$ cat src/rtl/dm_arbiter.sv
// CPU/DMA arbiter onto one data memory port (IDLE -> ACCESS -> DONE per access).
// Define DM_ARB_RR_EN for round-robin arbitration; default is fixed priority (m0 wins).
module dm_arbiter #(
   parameter logic [31:0] ADDR_LIMIT = 32'h0000_1000
) (
   input  logic        clk,
   input  logic        reset,
   input  logic        m0_req,
   input  logic        m0_we,
   input  logic [31:0] m0_addr,
   input  logic [31:0] m0_wdata,
   output logic        m0_gnt,
   output logic        m0_rvalid,
   output logic [31:0] m0_rdata,
   input  logic        m1_req,
   input  logic        m1_we,
   input  logic [31:0] m1_addr,
   input  logic [31:0] m1_wdata,
   output logic        m1_gnt,
   output logic        m1_rvalid,
   output logic [31:0] m1_rdata,
   output logic        dm_we,
   output logic [31:0] dm_a,
   output logic [31:0] dm_wd,
   input  logic [31:0] dm_rd,
   output logic        busy
);

   typedef enum logic [1:0] {
      IDLE,
      ACCESS,
      DONE
   } state_t;

   state_t      state;
   logic        owner;
   logic        we_q;
   logic [31:0] addr_q;
   logic [31:0] wdata_q;
   logic [31:0] rd_q;
   logic        idle;
   logic        in_range;
   logic        gnt0;
   logic        gnt1;

   assign idle     = reset && (state == IDLE);
   assign in_range = addr_q < ADDR_LIMIT;

`ifdef DM_ARB_RR_EN
   logic last_owner;

   // On contention the port that did not win last time gets the bus.
   assign gnt0 = idle && m0_req && (!m1_req || last_owner);

   always_ff @(posedge clk or negedge reset) begin
      if (!reset) begin
         last_owner <= 1'b1;
      end else if (gnt0 || gnt1) begin
         last_owner <= gnt1;
      end
   end
`else
   assign gnt0 = idle && m0_req;
`endif

   assign gnt1 = idle && m1_req && !gnt0;

   always_ff @(posedge clk or negedge reset) begin
      if (!reset) begin
         state   <= IDLE;
         owner   <= 1'b0;
         we_q    <= 1'b0;
         addr_q  <= '0;
         wdata_q <= '0;
         rd_q    <= '0;
      end else begin
         unique case (state)
            IDLE: begin
               if (gnt0 || gnt1) begin
                  state   <= ACCESS;
                  owner   <= gnt1;
                  we_q    <= gnt1 ? m1_we : m0_we;
                  addr_q  <= gnt1 ? m1_addr : m0_addr;
                  wdata_q <= gnt1 ? m1_wdata : m0_wdata;
               end
            end
            ACCESS: begin
               state <= DONE;
               rd_q  <= in_range ? dm_rd : '0;
            end
            DONE: begin
               state <= IDLE;
            end
            default: begin
               state <= IDLE;
            end
         endcase
      end
   end

   logic        acc;
   logic        done;
   logic [31:0] rdata;

   assign acc   = state == ACCESS;
   assign done  = state == DONE;
   assign rdata = we_q ? '0 : rd_q;

   assign m0_gnt    = gnt0;
   assign m1_gnt    = gnt1;
   assign busy      = state != IDLE;

   assign dm_we     = acc && we_q && in_range;
   assign dm_a      = acc ? addr_q : '0;
   assign dm_wd     = acc ? wdata_q : '0;

   assign m0_rvalid = done && !owner;
   assign m1_rvalid = done && owner;
   assign m0_rdata  = m0_rvalid ? rdata : '0;
   assign m1_rdata  = m1_rvalid ? rdata : '0;

endmodule

$ cat config.mk
export PLATFORM = sky130hd
export DESIGN_NAME = dm_arbiter
export DESIGN_NICKNAME = d
export VERILOG_FILES = /design/src/rtl/dm_arbiter.sv
export SDC_FILE = /design/constraint.sdc
export NUM_CORES = 1
export LEC_CHECK = 0
export CORE_UTILIZATION = 30
export DETAILED_ROUTE_END_ITERATION = 16
export HOLD_SLACK_MARGIN = 0.06
export PLACE_DENSITY = 0.63
export SYNTH_ARGS = -nofsm -noshare
export SYNTH_HDL_FRONTEND = slang
export SYNTH_SLANG_ARGS = --single-unit
export TNS_END_PERCENT = 30
$ cat constraint.sdc
create_clock -name clk -period 2.5 [get_ports clk]
set_input_delay 0.75 -clock clk [delete_from_list [all_inputs] [get_ports clk]]
set_output_delay 0.75 -clock clk [all_outputs]
set_load 0.02 [all_outputs]
After elaboration in Yosys (flattened, before gate mapping) --
Index checks and enable logic that the tools add are counted.
Storage, ports and cells: register bits 100, bits of input ports 166, output and inout bits 134, logic and storage cells 35
Cells by class: order comparisons 1, equal/unequal tests 3, mux-type cells 11, reduce and logical (&&, ||, !) cells 14
Operator list (count):
- two-way mux 32 bit | 8
- < comparator 32 x 13 -> 1 bit, second input constant | 1
- logical AND 1 bit | 8
- case mux 2 bit (2 select lines) | 1
- == test 2 x 1 -> 1 bit, second input constant | 1
- == test 2 bit, second input constant | 1
- zero test 1 bit | 2
- zero test 2 bit | 1
- two-way mux 2 bit | 1
- != test 2 x 1 -> 1 bit, second input constant | 1
- AND reduction 2 bit | 1
- nonzero test 2 bit | 1
- logical OR 1 bit | 1
- two-way mux 1 bit | 1

Logic depth before layout (Yosys ltp) --
word-level depth 8, depth in mapped cells 6, mapped depth without buffers 3

Worst setup path after synthesis --
No wires, ideal clock.
path type input -> output, start point input port reset, end point output port m0_gnt, arrival time 1.598 ns, data required time 1.750 ns, slack 0.152 ns, cell stages on the path 1, buffers on the path 0, path through nor4bb_1
Between the ends: cells in the longest elaborated chain, start to end 2
RTL lines:
- from (decl) | RTL line 7 | input logic reset,
- logical AND 1 bit | RTL line 46 | assign idle = reset && (state == IDLE);
- logical AND 1 bit | RTL line 63 | assign gnt0 = idle && m0_req;
- to (decl) | RTL line 12 | output logic m0_gnt,
No other way between the ends.

Worst setup path after layout --
start point register state[0], end point output port m0_rdata[16]
Between the ends: cells in the longest elaborated chain, start to end 3
RTL lines:
- from (decl) | RTL line 35 | state_t state;
- from (signal assigned) | RTL line 70 | state <= IDLE;
- from (signal assigned) | RTL line 80 | state <= ACCESS;
- from (signal assigned) | RTL line 88 | state <= DONE;
- == test 2 bit | RTL line 106 | assign done = state == DONE;
- logical AND 1 bit | RTL line 117 | assign m0_rvalid = done && !owner;
- two-way mux 32 bit | RTL line 119 | assign m0_rdata = m0_rvalid ? rdata : '0;
- to (decl) | RTL line 14 | output logic [31:0] m0_rdata,
No other way between the ends.

==> flow_summary.ini <==
[power]
finalPower_mw = 4.72
ir_drop_uv = 311
p_leak_nw = 3.69
powerDensity_mw_per_mm2 = 551

[setup_path]
cp.required_ns = 1.75
worstReg2RegStart = addr_q[20]
startpoint_type = register
rr_endpoint = rd_q[13]
rrSetupSlack_ns = 0.82
end_kind = primary output
startpoint = state[0]
critPathKind = register to primary output
rr_worst_depth = 4
crit_arrival_ns = 1.73
cp_max_fo = 32

[final_layout]
multi_input_area_mm2 = 0.00240
regArea_mm2 = 0.00250
layout_common_cells = 164 x clkdlybuf4s50_1, 128 x and2_1, 98 x dfrtp_1
fillerInstances = 1560
area_growth_pct = 66.9
final_common_cell = clkdlybuf4s50_1
drive_gt1_frac = 0.264
finish.utilization = 0.515
stdcell_count = 991
final_nets = 931

[synth]
ys_warn_count = 0
syn_nets = 636
synthCells = 470
netlist_area_mm2 = 0.00514
yosysSeqAreaShare = 0.487
ys_ff_latch = 100
synth_ff_type = dfrtp_1
synth-edff-count = 0
yosysUniqueCellTypes = 31
async_reset_ff_frac = 1.00
syn_area_per_cell_um2 = 10.9

[cts]
insertion_delay_ns = 0.35
cts_buffers = 9
clkTransAtPathRegs_ns = 0.07
ctsLongestPathBuffers = 2
postCtsHoldBufs = 0
cts_post_setup_buffers_inserted = 0
h-tree-depth = 3
cts_root_buf = clkbuf_16
cts_tree = built
clock-sinks = 100

[drt]
top_layer = met5
drtAntennaViolNets = 0
wirelength_um = 17600
viasPerCell = 5.03
wl_met1_um = 7340
dr_total_vias = 4980
dr_wl_met2_um = 8610
drc = 0
wl_per_cell_um = 17.7
route.met3.wl_um = 1260
drt_iter0_drc = 190
first_pass_iters = 4

[floorplan]
die_area_mm2 = 0.0177
rows = 47
die_w_um = 133
pin_count = 300
die_h_um = 133
initial_core_util = 0.309
fp.coreArea_mm2 = 0.0166

[sta]
slew_headroom = 0.495
setup_viol = 0
timing.final.ws_setup_ns = 0.0159
fin_crit_ns = 2.48
rsz0062_at_grt = true
post-route-period-util = 0.994
finalMaxSlewViolations = 0
final_hold_viol_count = 0
fin_skew_ns = 0.0119
worstMarginPinSlew_ns = 0.758
fmax_mhz = 403
fin_tns_setup_ns = 0

[worst_hold_path]
worstHoldPathType = input pin to async pin

[place]
place_hpwl_um = 12800
dp_slack_ns = -0.406
post-place-cells = 973
port_buffers = 299
place_congestion = 0.804

[global_routing]
grt_max_degree = 65
grt_antenna_before_repair = 2
grt_usage = 0.202
grt_pass1_wl_um = 27900
overflow = 0
grt_pass1_vias = 5213

[outcome]
outcome = complete, no violations

[job]
maxCapViolCount = 0
==> repair_timing <==
item | in CTS | in global routing
gates cloned | 0 | 1
setup endpoints to repair | 133 | 130
pin swaps | 0 | 1
resized for setup | 379 | 77
==> cells by family after synthesis <==
group	count (synthesis)	share of synthesized area
AO/OA/AOI/OAI	165	0.271
AND/OR/NAND/NOR	150	0.187
flip-flops	100	0.487
buffers and inverters	55	0.0555
==> critical path, cell delays in order (launching register included) <==
cell and delay, ns:
dfrtp_1 0.42, nand2b_4 0.18, nor3_2 0.18, buf_12 0.20
and2_1 0.16, clkdlybuf4s15_2 0.26
==> registers in the layout (all words and copies together), names as in the netlist <==
| name | cells |
|---|---|
| we_q | 1 |
| state | 2 |
| addr_q | 32 |
| wdata_q | 32 |
| rd_q | 32 |
| owner | 1 |
==> power by group <==
part	internal [mW]	switching, mW	leakage (nW)
combinational	0.662	0.587	2.25
sequential	1.87	0.155	1.29
clock	0.833	0.618	0.152
==> per-stage QoR <==
step / area, um2 / hold WS (ns)
after floorplan: 5140 / 0.448
after global placement: 8470 / 0.464
after detailed placement: 8470 / 0.467
after CTS: 8930 / 0.322
after global routing: 8580 / 0.329
final: 8580 / 0.333
==> cells in the mapped netlist (2+ instances only) <==
| library cell | count | share of area |
|---|---|---|
| a22oi_1 | 65 | 0.095 |
| a32o_1 | 30 | 0.058 |
| a32o_2 | 2 | 0.0044 |
| and2_1 | 128 | 0.16 |
| buf_2 | 11 | 0.011 |
| buf_6 | 8 | 0.018 |
| clkbuf_1 | 30 | 0.022 |
| dfrtp_1 | 100 | 0.49 |
| inv_1 | 3 | 0.0022 |
| nand2b_1 | 2 | 0.0024 |
| nor2_1 | 3 | 0.0022 |
| nor2b_1 | 2 | 0.0024 |
| nor3_1 | 2 | 0.0019 |
| nor4_1 | 4 | 0.0049 |
| o2bb2ai_1 | 64 | 0.11 |
==> layer usage <==
| layer | vias up | global-route usage |
|---|---|---|
| li1 | 2352 | - |
| met1 | 2398 | 0.246 |
| met2 | 204 | 0.344 |
| met3 | 24 | 0.0521 |
| met4 | 2 | 0.0709 |
| met5 | - | 0 |
==> cell type report <==
class,instances,area share
Timing Repair Buffer,336,0.357
Sequential cell,100,0.292
Multi-Input combinational cell,315,0.280
Tap cell,220,0.0321
Clock buffer,11,0.0295
Clock inverter,5,0.00700
Inverter,3,0.00146
Antenna cell,1,0.000292
==> worst max path at each step <==
stage / to / slack, ns / cells past startpoint
floorplan: m0_gnt / 0.15 / 1
global placement: m1_gnt / -0.42 / 4
detailed placement: m1_gnt / -0.41 / 4
CTS: dm_we / -0.15 / 4
global route: m1_rdata[11] / -0.08 / 5
finish: m0_rdata[16] / 0.02 / 5
(Power assumes the default switching activity.)
